===== config.mk =====
export PLATFORM = sky130hd
export DESIGN_NAME = fetch_queue
export DESIGN_NICKNAME = d
export VERILOG_FILES = /design/src/rtl/fetch_queue.sv
export SDC_FILE = /design/constraint.sdc
export NUM_CORES = 1
export LEC_CHECK = 0
export BUFFER_PORTS_ARGS = -buffer_cell sky130_fd_sc_hd__buf_2
export CAP_MARGIN = 20
export CORE_ASPECT_RATIO = 1.4
export CORE_MARGIN = 2
export CORE_UTILIZATION = 57
export DETAILED_ROUTE_END_ITERATION = 10
export GPL_TIMING_DRIVEN = 0
export PLACE_DENSITY = 0.79
export SLEW_MARGIN = 5
export SYNTH_ARGS = -nofsm -noshare
export SYNTH_HDL_FRONTEND = slang
export SYNTH_SLANG_ARGS = --single-unit

===== constraint.sdc =====
create_clock -name clk -period 3.8 [get_ports clk]
set_input_delay 0.76 -clock clk [delete_from_list [all_inputs] [get_ports clk]]
set_output_delay 0.76 -clock clk [all_outputs]
set_load 0.01 [all_outputs]

===== src/rtl/fetch_queue.sv =====
// Instruction fetch queue between ifu and if_id: circular buffer of {pc, instr} pairs.
// Latency: 1 cycle push-to-head; 0 cycles through the optional bypass when empty.
// Backpressure: in_ready = !full from registered occupancy; out_* hold while out_ready is low.
module fetch_queue #(
  parameter int                 XLEN     = 32,
  parameter int                 DEPTH    = 4,
  parameter int                 BYPASS   = 0,
  parameter logic [XLEN-1:0]    NOP_INST = XLEN'(32'h0000_0013)
) (
  input  logic                       clk,
  input  logic                       rst,
  input  logic                       flush_flag,
  input  logic                       in_valid,
  output logic                       in_ready,
  input  logic [XLEN-1:0]            in_pc,
  input  logic [XLEN-1:0]            in_instr,
  output logic                       out_valid,
  input  logic                       out_ready,
  output logic [XLEN-1:0]            out_pc,
  output logic [XLEN-1:0]            out_instr,
  output logic [$clog2(DEPTH):0]     count
);

  localparam int AW = $clog2(DEPTH);
  localparam int CW = AW + 1;

  typedef struct packed {
    logic [XLEN-1:0] pc;
    logic [XLEN-1:0] instr;
  } entry_t;

  entry_t         mem [DEPTH];
  logic [AW-1:0]  wr_ptr;
  logic [AW-1:0]  rd_ptr;
  logic [CW-1:0]  count_q;
  logic           empty;
  logic           full;
  logic           byp_sel;
  logic           push;
  logic           pop;
  entry_t         head;

  assign count = count_q;
  assign head  = mem[rd_ptr];

  // Handshake decode and output muxing; the bypass path only exists while empty.
  always_comb begin
    empty     = (count_q == '0);
    full      = (count_q == CW'(DEPTH));
    byp_sel   = (BYPASS != 0) && empty;
    in_ready  = rst && !full;
    out_valid = rst && !flush_flag && (!empty || (byp_sel && in_valid));
    // A bypassed word consumed this cycle never enters storage.
    pop       = out_valid && out_ready && !empty;
    push      = in_valid && in_ready && !flush_flag && !(byp_sel && out_ready);
    out_pc    = '0;
    out_instr = NOP_INST;
    if (out_valid) begin
      if (empty) begin
        out_pc    = in_pc;
        out_instr = in_instr;
      end else begin
        out_pc    = head.pc;
        out_instr = head.instr;
      end
    end
  end

  // Pointer and occupancy state; reset beats flush, flush discards any push/pop.
  always_ff @(posedge clk) begin
    if (!rst) begin
      wr_ptr  <= '0;
      rd_ptr  <= '0;
      count_q <= '0;
    end else if (flush_flag) begin
      rd_ptr  <= wr_ptr;
      count_q <= '0;
    end else begin
      if (push) wr_ptr <= wr_ptr + 1'b1;
      if (pop)  rd_ptr <= rd_ptr + 1'b1;
      case ({push, pop})
        2'b10:   count_q <= count_q + 1'b1;
        2'b01:   count_q <= count_q - 1'b1;
        default: count_q <= count_q;
      endcase
    end
  end

  // Entry storage is deliberately left unreset; push already implies rst is high.
  always_ff @(posedge clk) begin
    if (push) begin
      mem[wr_ptr] <= '{pc: in_pc, instr: in_instr};
    end
  end

endmodule


==> results of run 1 <==
registers in the layout, indices dropped and copies added (netlist names), named ones only:
name	count
count	3
mem	256
rd_ptr	2
wr_ptr	2
worst register-to-register path, stage by stage (launching register included):
cell     delay [ps]
dfxtp_1         420
or3b_1          400
and4_1          210
buf_2           160
inv_1            70
ha_1            180
inv_1            70
fa_1            380
xor2_1          170
or3_1           320
a21oi_1         150
power by group:
group	internal (mW)	total (mW)	leakage (nW)	switching, mW
combinational	0.137	0.269	1.42	0.132
clock	1.59	2.56	0.413	0.970
sequential	3.24	3.26	2.39	0.0110
area by class of cell:
type / count / area share [%]
diodes: 2 / 0.0413
plain buffers: 21 / 1.13
clock buffers: 36 / 5.67
clock inverters: 8 / 1.35
inverters: 8 / 0.248
multi-input cells: 166 / 17.7
flip-flops and latches: 265 / 65.0
well taps: 236 / 2.44
repair buffers: 141 / 6.51
cell usage after synthesis:
cell	instances	area, µm²
mux2i_1	2	20.0
dfxtp_1	9	180
nor3_1	1	5.00
buf_6	6	67.6
inv_1	8	30.0
o21ai_0	3	15.0
buf_4	1	7.51
o311ai_0	1	8.76
o31ai_1	1	7.51
xor2_1	4	35.0
and4_1	1	8.76
nor2_2	1	6.26
nand2b_1	1	6.26
and2_1	67	419
buf_2	7	35.0
clkbuf_1	7	26.3
a21oi_1	4	20.0
ha_1	5	62.6
or3b_1	1	8.76
fa_1	1	20.0
nor2_1	3	11.3
mux4_2	64	1440
or3_1	4	25.0
edfxtp_1	256	7690
nand2_1	2	7.51
worst max-delay path by stage:
stage | cells after the start | end | slack (ps)
2_1_floorplan | 4 | mem[0][0] | 680
3_3_place_gp | 5 | mem[2][20] | -640
3_5_place_dp | 10 | count[2] | 640
4_1_cts | 6 | out_pc[17] | 630
5_1_grt | 5 | out_pc[11] | 520
6_report | 6 | out_pc[18] | 670
layer usage:
| layer | wire (µm) | GRT usage [%] | vias to the layer above |
|---|---|---|---|
| met4 | 365 | 5.40 | 0 |
| met2 | 9980 | 34.6 | 125 |
| met3 | 932 | 3.69 | 26 |
| met5 | 0 | 0 | - |
| met1 | 7000 | 25.3 | 2535 |
| li1 | - | - | 2207 |
through the flow:
stage | util [%] | hold slack [ps] | TNS, ps | worst slack [ps] | power [mW]
after detailed placement | 64.7 | 514 | 0 | 641 | 3.59
after global routing | 69.6 | 449 | 0 | 517 | 6.27
after CTS | 69.6 | 449 | 0 | 626 | 6.14
after global placement | 64.0 | 494 | -161600 | -637 | 3.58
final | 69.6 | 461 | 0 | 666 | 6.08
after floorplan | - | 477 | 0 | 682 | 3.48
cell families (layout without fill, tap and decap cells):
logic type | Yosys count | count (layout)
buffers and inverters | 29 | 214
AND/OR/NAND/NOR | 81 | 81
AO/OA/AOI/OAI | 9 | 9
adder cells (fa/ha/maj) | 6 | 6
other | 0 | 2
multiplexers | 66 | 66
flip-flops | 265 | 265
XOR/XNOR | 4 | 4
==> qor.txt, run 1 <==
DRC errors left -> 0
register area share after synthesis -> 77.4%
Hold WC Path Type -> in -> reg
Synth Area per Inst -> 22.1 µm²
highest-count cells in the layout ignoring fill and taps -> edfxtp_1 (256), buf_2 (144), mux4_2 (64)
Ports -> 138
Clock Skews -> 11.8 ps
Initial Utilization -> 58.4%
vias in the first global route -> 5,156
DP HPWL -> 11,400 µm
largest net degree at the start of global routing -> 55
fraction of synthesized cell area in xor and xnor cells -> 0.345%
flop-to-flop setup slack -> 1200 ps
DRT Pass-1 Iters -> 4
period utilization -> 82.5%
Placement Cell Area -> 11,300 µm²
crit-path max FO -> 10
clock buffer depth -> 3
main combinational cell family by area after synthesis -> multiplexers
Reg-to-Reg Start -> count[2]
CTS buffer count -> 24
crit path cell chain -> buf_2 -> nand2b_1 -> nor2_2 -> clkbuf_1 -> and2_1 -> buf_2
htree depth -> 1
layout cells sized above 1 -> 40.0%
worst skew pair latency -> 500 ps
Worst IR Drop VDD -> 0.000458 V
area occupied by multi-input gates -> 2140 µm²
wirelength, routed -> 18,300 µm
post-route cell area -> 12,100 µm²
# rows -> 57
Max Cap Viol -> 0
Congestion Overflow GR -> 0
Post-DRT Antenna Nets -> 0
post-synthesis compound-gate area fraction -> 0.505%
slowest CP cell -> nor2_2
synthesized flop and latch total -> 265
placed insts -> 837
hold_sp -> in_instr[26]
post-CTS setup buffers -> 0
FF+latch area -> 7870 µm²
Die Width -> 117 µm
critical path's top delay family -> simple AND/OR/NAND/NOR gates
Crit. End Element -> output pin
CTS tree -> yes
Setup CP Type -> in -> out
worst reg2reg path depth -> 10
drt wl/cell -> 20.7 µm
r2r endpoint -> count[2]
YS warnings -> 0
CTS clock-pin slew for the worst setup and hold paths -> 60 ps
CP startpoint kind -> input pin
status -> finished, final reports clean
post-cts gate resize count -> 0
post-synthesis adder-cell area fraction -> 0.813%
worst setup path startpoint -> flush_flag
WP data arrival -> 2370 ps
PwrDens -> 502 nW/µm²
Hold EP -> mem[0][26]
initial antenna violation count -> 1
Tmin final -> 3130 ps
Netlist Area Pre-Place -> 10,200 µm²
die area -> 18,900 µm²
final hold violations -> 0
routability cong. -> 0.697
Syn Nets -> 535
Mapped Cells -> 460
P_leak -> 4.22 nW
hold depth -> 1
simple-gate portion of the synthesized area -> 4.90%
CTS Hold Buffers Added -> 0
Max Slew Vio Count -> 0
crit-path most repeated cell -> buf_2
commonest non-fill, non-tap cell in the layout -> edfxtp_1
CP Data Required Time -> 3040 ps
area grow syn2layout -> 19.2%
Die Y -> 162 µm
FILL cells -> 1,130
Slew HR -> 60.1%
DR vias/cell -> 5.54
RSZ-0062 raised after global routing -> no
slowest stage delay, CP -> 460 ps
first-pass GRT wire length -> 28,000 µm
Buf+Inv Stages, Crit Path -> 3
fin nets -> 702
core area -> 17,400 µm²
Clock Sinks -> 265
post-synthesis mux area share -> 14.4%
total track usage -> 19.7%
Cell Count, Final, Fillers Out -> 883
via count -> 4,893
PortBufs -> 137
Detailed Route Iter0 Violations -> 355
Unique masters post-synth -> 25
CTS root buffer -> clkbuf_16
fmax -> 319 MHz
Worst Tran Pin Value -> 598 ps
final setup vio count -> 0
Note: power is estimated with default switching activity, not from simulation.
==> inputs of run 2 (changes only) <==
ABC_AREA = 1   (was not set)
clock period = 3.15 ns   (was 3.8 ns; I/O delays follow)
==> run 2 against run 1 <==
Clock power is 9.0% higher. Core utilization is 0.56 points lower. Final cell count is 41% higher. Power is 17% higher. Critical path type is now reg -> out. Highest routed layer unchanged. Worst hold slack worse by 120 ps.
==> qor.txt, run 2 <==
status -> finished, final reports clean
DR top layer -> met4
post-synthesis mux area share -> 0%
CTS root buffer -> clkbuf_16
Unique masters post-synth -> 20
core area -> 17,900 µm²
Crit. End Element -> output pin
most frequent cell after synthesis -> nor2_1
Tmin final -> 2780 ps
fin util -> 69.0%
htree depth -> 1
Ports -> 138
P_leak -> 4.55 nW
EDFF count, synth -> 256
CP startpoint kind -> register
total track usage -> 23.0%
Syn Nets -> 895
logic gate share of total power -> 5.8%
post-synth top area cell -> edfxtp_1
PortBufs -> 137
DRT Pass-1 Iters -> 5
# rows -> 58
crit-path max FO -> 10
hold slack -> 339 ps
diode count -> 0
CTS clock-pin slew for the worst setup and hold paths -> 60 ps
clock buffer depth -> 3
worst reg2reg path depth -> 6
Initial Utilization -> 58.1%
post-cts gate resize count -> 0
DP HPWL -> 14,500 µm
top post-synthesis cells by area -> edfxtp_1 (74%), nor2_1 (9.3%), o21ai_0 (6.0%)
Die Width -> 118 µm
CTS buffer count -> 24
CP Data Required Time -> 2520 ps
Flop pwr share -> 55.1%
Worst IR Drop VDD -> 0.000486 V
area grow syn2layout -> 18.8%
via count -> 6,897
flop-to-flop setup slack -> 900 ps
period utilization -> 88.3%
fmax -> 360 MHz
switching power total -> 1.46 mW
CTS tree -> yes
Synth Flop Type -> edfxtp_1
wirelength, routed -> 22,600 µm
post-synthesis adder-cell area fraction -> 0.793%
Mapped Cells -> 820
met2 wire length -> 12,100 µm
Post-DRT Antenna Nets -> 0
FILL cells -> 1,231
Max Cap Viol -> 0
FF+latch area -> 7870 µm²
Clock Skews -> 7.19 ps
Congestion Overflow GR -> 0
synthesized flop and latch total -> 265
vias in the first global route -> 6,787
post-synthesis compound-gate area fraction -> 9.95%
Slew HR -> 43.1%
fraction of synthesized cell area in xor and xnor cells -> 0%
final setup vio count -> 0
Pint -> 5.67 mW
slowest CP cell -> dfxtp_1
crit path cell chain -> inv_1 -> nand2_1 -> nand2_1 -> buf_2 -> a21oi_1 -> buf_2
Worst Tran Pin Value -> 852 ps
Setup CP Type -> reg -> out
PwrDens -> 576 nW/µm²
DRC errors left -> 0
highest-count cells in the layout ignoring fill and taps -> edfxtp_1 (256), nor2_1 (253), buf_2 (153)
Max Slew Vio Count -> 0
Synth Area per Inst -> 12.7 µm²
fin nets -> 1,066
routability cong. -> 0.733
CTS Hold Buffers Added -> 0
slowest stage delay, CP -> 370 ps
DR vias/cell -> 5.52
Switching Share -> 20.5%
final hold violations -> 0
met1 wire length -> 8500 µm
drt wl/cell -> 18.1 µm
initial antenna violation count -> 0
Post-synth top cells -> nor2_1 (257), edfxtp_1 (256), o21ai_0 (124), a21oi_1 (67), inv_1 (18)
largest net degree at the start of global routing -> 30
clock network power share -> 39.1%
Hold WC Path Type -> in -> reg
worst skew pair latency -> 500 ps
Post-synth ARST share -> 0%
Clock Sinks -> 265
hold depth -> 1
die area -> 19,400 µm²
Detailed Route Iter0 Violations -> 617
YS warnings -> 0
max reg flops -> 256
WP data arrival -> 2150 ps
Die Y -> 164 µm
main combinational cell family by area after synthesis -> simple AND/OR/NAND/NOR gates
post-CTS setup buffers -> 0
layout cells sized above 1 -> 21.3%
RSZ-0062 raised after global routing -> no
Pwr Total -> 7.13 mW
first-pass GRT wire length -> 34,500 µm
register area share after synthesis -> 75.5%
Netlist Area Pre-Place -> 10,400 µm²
commonest non-fill, non-tap cell in the layout -> edfxtp_1
Routed met3 length -> 1460 µm
largest reg by FF count -> mem
area occupied by multi-input gates -> 2210 µm²
simple-gate portion of the synthesized area -> 10.2%
Yosys top cell area share -> 73.8%
run 2: changes by cell type after synthesis, moves of 5 or more:
cell | previous run | this run
o21ai_1 | 0 | 11
buf_2 | 7 | 16
clkbuf_1 | 7 | 12
a21oi_1 | 4 | 67
inv_1 | 8 | 18
mux4_2 | 64 | 0
o21ai_0 | 3 | 124
nand3_1 | 0 | 5
nand2_1 | 2 | 13
and2_1 | 67 | 0
buf_6 | 6 | 12
nor2_1 | 3 | 257
run 2: cell families (layout without fill, tap and decap cells):
| group | after synthesis | count (layout) |
|---|---|---|
| AOI/OAI and AO/OA | 205 | 205 |
| buffers and inverters | 67 | 256 |
| DFF | 265 | 265 |
| adders and majority gates | 6 | 6 |
| and+or+nand+nor | 277 | 277 |
run 2: path summary, 6_finish.rpt:
check,startpoint,endpoint
setup reg to reg,count[1],mem[0][27]
setup / recovery,count[2],out_pc[12]
hold / removal,in_instr[25],mem[0][25]
hold reg to reg,count[2],count[2]
run 2: critical path: cells and delay by family (launching register included):
family | cells | cell delay, ps
buffers and inverters | 3 | 620
AND/OR/NAND/NOR | 2 | 410
flip-flops | 1 | 370
AO/OA/AOI/OAI | 1 | 250
run 2: layer usage:
metal,vias to the layer above,GRT usage (%)
li1,3249,-
met1,3310,27.5
met2,294,41.6
met3,44,3.72
met4,0,9.42
met5,-,0
run 2: area by class of cell:
class                      count  share of cell area [%]
clock buffer                  33                    5.30
tap                          240                    2.43
inverter                      20                   0.607
sequential                   265                    63.6
multi-input combinational    488                    17.9
timing repair buffer         145                    7.02
clock inverter                11                   0.819
buffer                        47                    2.41
run 2: power groups by stage:
stage / sequential, mW / clock, mW / combinational (mW)
floorplan: 4.01 / 0 / 0.229
global placement: 4.01 / 0 / 0.385
detailed placement: 4.00 / 0 / 0.413
CTS: 3.93 / 2.81 / 0.416
global route: 3.93 / 2.96 / 0.462
finish: 3.93 / 2.79 / 0.416
run 2: per-stage QoR:
| stage | std cells | setup TNS [ps] | cell area [µm²] | setup slack (ps) |
|---|---|---|---|---|
| after floorplan | 820 | -263270 | 10400 | -1030 |
| after global placement | 1197 | -805410 | 11400 | -3240 |
| after detailed placement | 1205 | 0 | 11600 | 368 |
| after CTS | 1249 | 0 | 12400 | 345 |
| after global routing | 1249 | 0 | 12400 | 262 |
| final | 1249 | 0 | 12400 | 369 |
==> inputs of run 3 (changes only) <==
CORE_ASPECT_RATIO = not set   (was 1.4)
==> run 3 against run 2 <==
Non-clock buffer count stayed put. Core utilization is 0.27 points lower. Global-route usage is 0.32 points lower. Die area hardly changed. Combinational power hardly changed. Final cell count is 0.64% lower. Sequential share of layout area is 0.11 points higher. Routed wire length hardly changed. Clock power is 1% higher.
==> qor.txt, run 3 (synthesis results as in run 2) <==
slowest stage delay, CP -> 390 ps
Ports -> 138
Hold WC Path Type -> in -> reg
slowest CP cell -> nand2_1
Congestion Overflow GR -> 0
CP Data Required Time -> 2520 ps
status -> finished, final reports clean
fin nets -> 1,067
Pwr Total -> 7.17 mW
PwrDens -> 581 nW/µm²
flop-to-flop setup slack -> 1110 ps
CTS clock-pin slew for the worst setup and hold paths -> 60 ps
area grow syn2layout -> 18.6%
PortBufs -> 137
die area -> 19,400 µm²
post-route cell area -> 12,400 µm²
largest reg by FF count -> mem
P_leak -> 4.55 nW
Worst IR Drop VDD -> 0.000472 V
Post-DRT Antenna Nets -> 0
Tmin final -> 2790 ps
CP startpoint kind -> register
commonest non-fill, non-tap cell in the layout -> edfxtp_1
final hold violations -> 0
fin util -> 68.8%
Placement Cell Area -> 11,600 µm²
WP data arrival -> 2160 ps
DRT Pass-1 Iters -> 7
Clock Skews -> 9.60 ps
period utilization -> 88.6%
DP HPWL -> 14,000 µm
Setup CP Type -> reg -> out
worst skew pair latency -> 500 ps
largest net degree at the start of global routing -> 30
Detailed Route Iter0 Violations -> 615
layout cells sized above 1 -> 21.4%
Crit. End Element -> output pin
DRC errors left -> 0
CTS root buffer -> clkbuf_16
total track usage -> 22.7%
crit path cell chain -> nor2_1 -> nand2_1 -> nand2_1 -> buf_2 -> a21oi_1 -> buf_2
Slew HR -> 61.2%
DR vias/cell -> 5.57
Initial Utilization -> 58.0%
Die Width -> 139 µm
routability cong. -> 0.726
drt wl/cell -> 18.2 µm
Die Y -> 139 µm
CTS buffer count -> 25
TNS Setup -> 0 ps
first-pass GRT wire length -> 34,100 µm
initial antenna violation count -> 1
max reg flops -> 256
FILL cells -> 1,226
highest-count cells in the layout ignoring fill and taps -> edfxtp_1 (256), nor2_1 (253), buf_2 (153)
# rows -> 49
wirelength, routed -> 22,600 µm
crit-path max FO -> 10
CTS tree -> yes
vias in the first global route -> 6,630
via count -> 6,914
RSZ-0062 raised after global routing -> no
post-CTS setup buffers -> 0
Max Slew Vio Count -> 0
Worst Tran Pin Value -> 583 ps
Max Cap Viol -> 0
fmax -> 358 MHz
Clock Sinks -> 265
htree depth -> 1
final setup vio count -> 0
post-cts gate resize count -> 0
clock buffer depth -> 3
CTS Hold Buffers Added -> 0
core area -> 18,000 µm²
==> run 3: worst paths after layout <==
check	from	endpoint	depth (start not counted)
setup reg to reg	count[1]	count[2]	10
hold / removal	in_instr[27]	mem[2][27]	1
setup / recovery	count[1]	out_instr[7]	6
hold reg to reg	count[0]	count[0]	2
==> run 3: power breakdown <==
part | leakage [nW] | internal (mW) | switching [mW]
registers | 2.39 | 3.91 | 0.0141
logic | 1.79 | 0.139 | 0.275
clock network | 0.373 | 1.66 | 1.17
==> run 3: layer usage <==
| metal | wire length (µm) | GRT usage [%] | part of all wire, % |
|---|---|---|---|
| met3 | 1750 | 3.35 | 7.8 |
| met2 | 11300 | 39.1 | 50 |
| met4 | 535 | 6.96 | 2.4 |
| met1 | 9000 | 30.2 | 40 |
| met5 | 0 | 0 | 0 |
==> run 3: cell type report <==
| type | count | area [µm²] | share of cell area, % |
|---|---|---|---|
| flip-flops and latches | 265 | 7870 | 63.7 |
| repair buffers | 145 | 846 | 6.85 |
| clock inverters | 6 | 80.1 | 0.648 |
| well taps | 229 | 287 | 2.32 |
| plain buffers | 47 | 298 | 2.41 |
| inverters | 20 | 75.1 | 0.608 |
| multi-input cells | 488 | 2210 | 17.9 |
| diodes | 3 | 7.51 | 0.0608 |
| clock buffers | 38 | 684 | 5.54 |
==> run 3: stage by stage <==
| stage | std cells | worst slack, ps | hold WS (ps) |
|---|---|---|---|
| 2_1_floorplan | 820 | -1030 | 491 |
| 6_report | 1241 | 360 | 339 |
| 3_3_place_gp | 1186 | -3260 | 506 |
| 5_1_grt | 1238 | 213 | 326 |
| 4_1_cts | 1238 | 342 | 319 |
| 3_5_place_dp | 1194 | 446 | 529 |
==> run 3: worst max-delay path, delay by kind of cell (launching register included) <==
family | cells | cell delay (ps)
compound gates | 1 | 110
simple gates | 3 | 680
buf+inv | 2 | 520
flops | 1 | 340
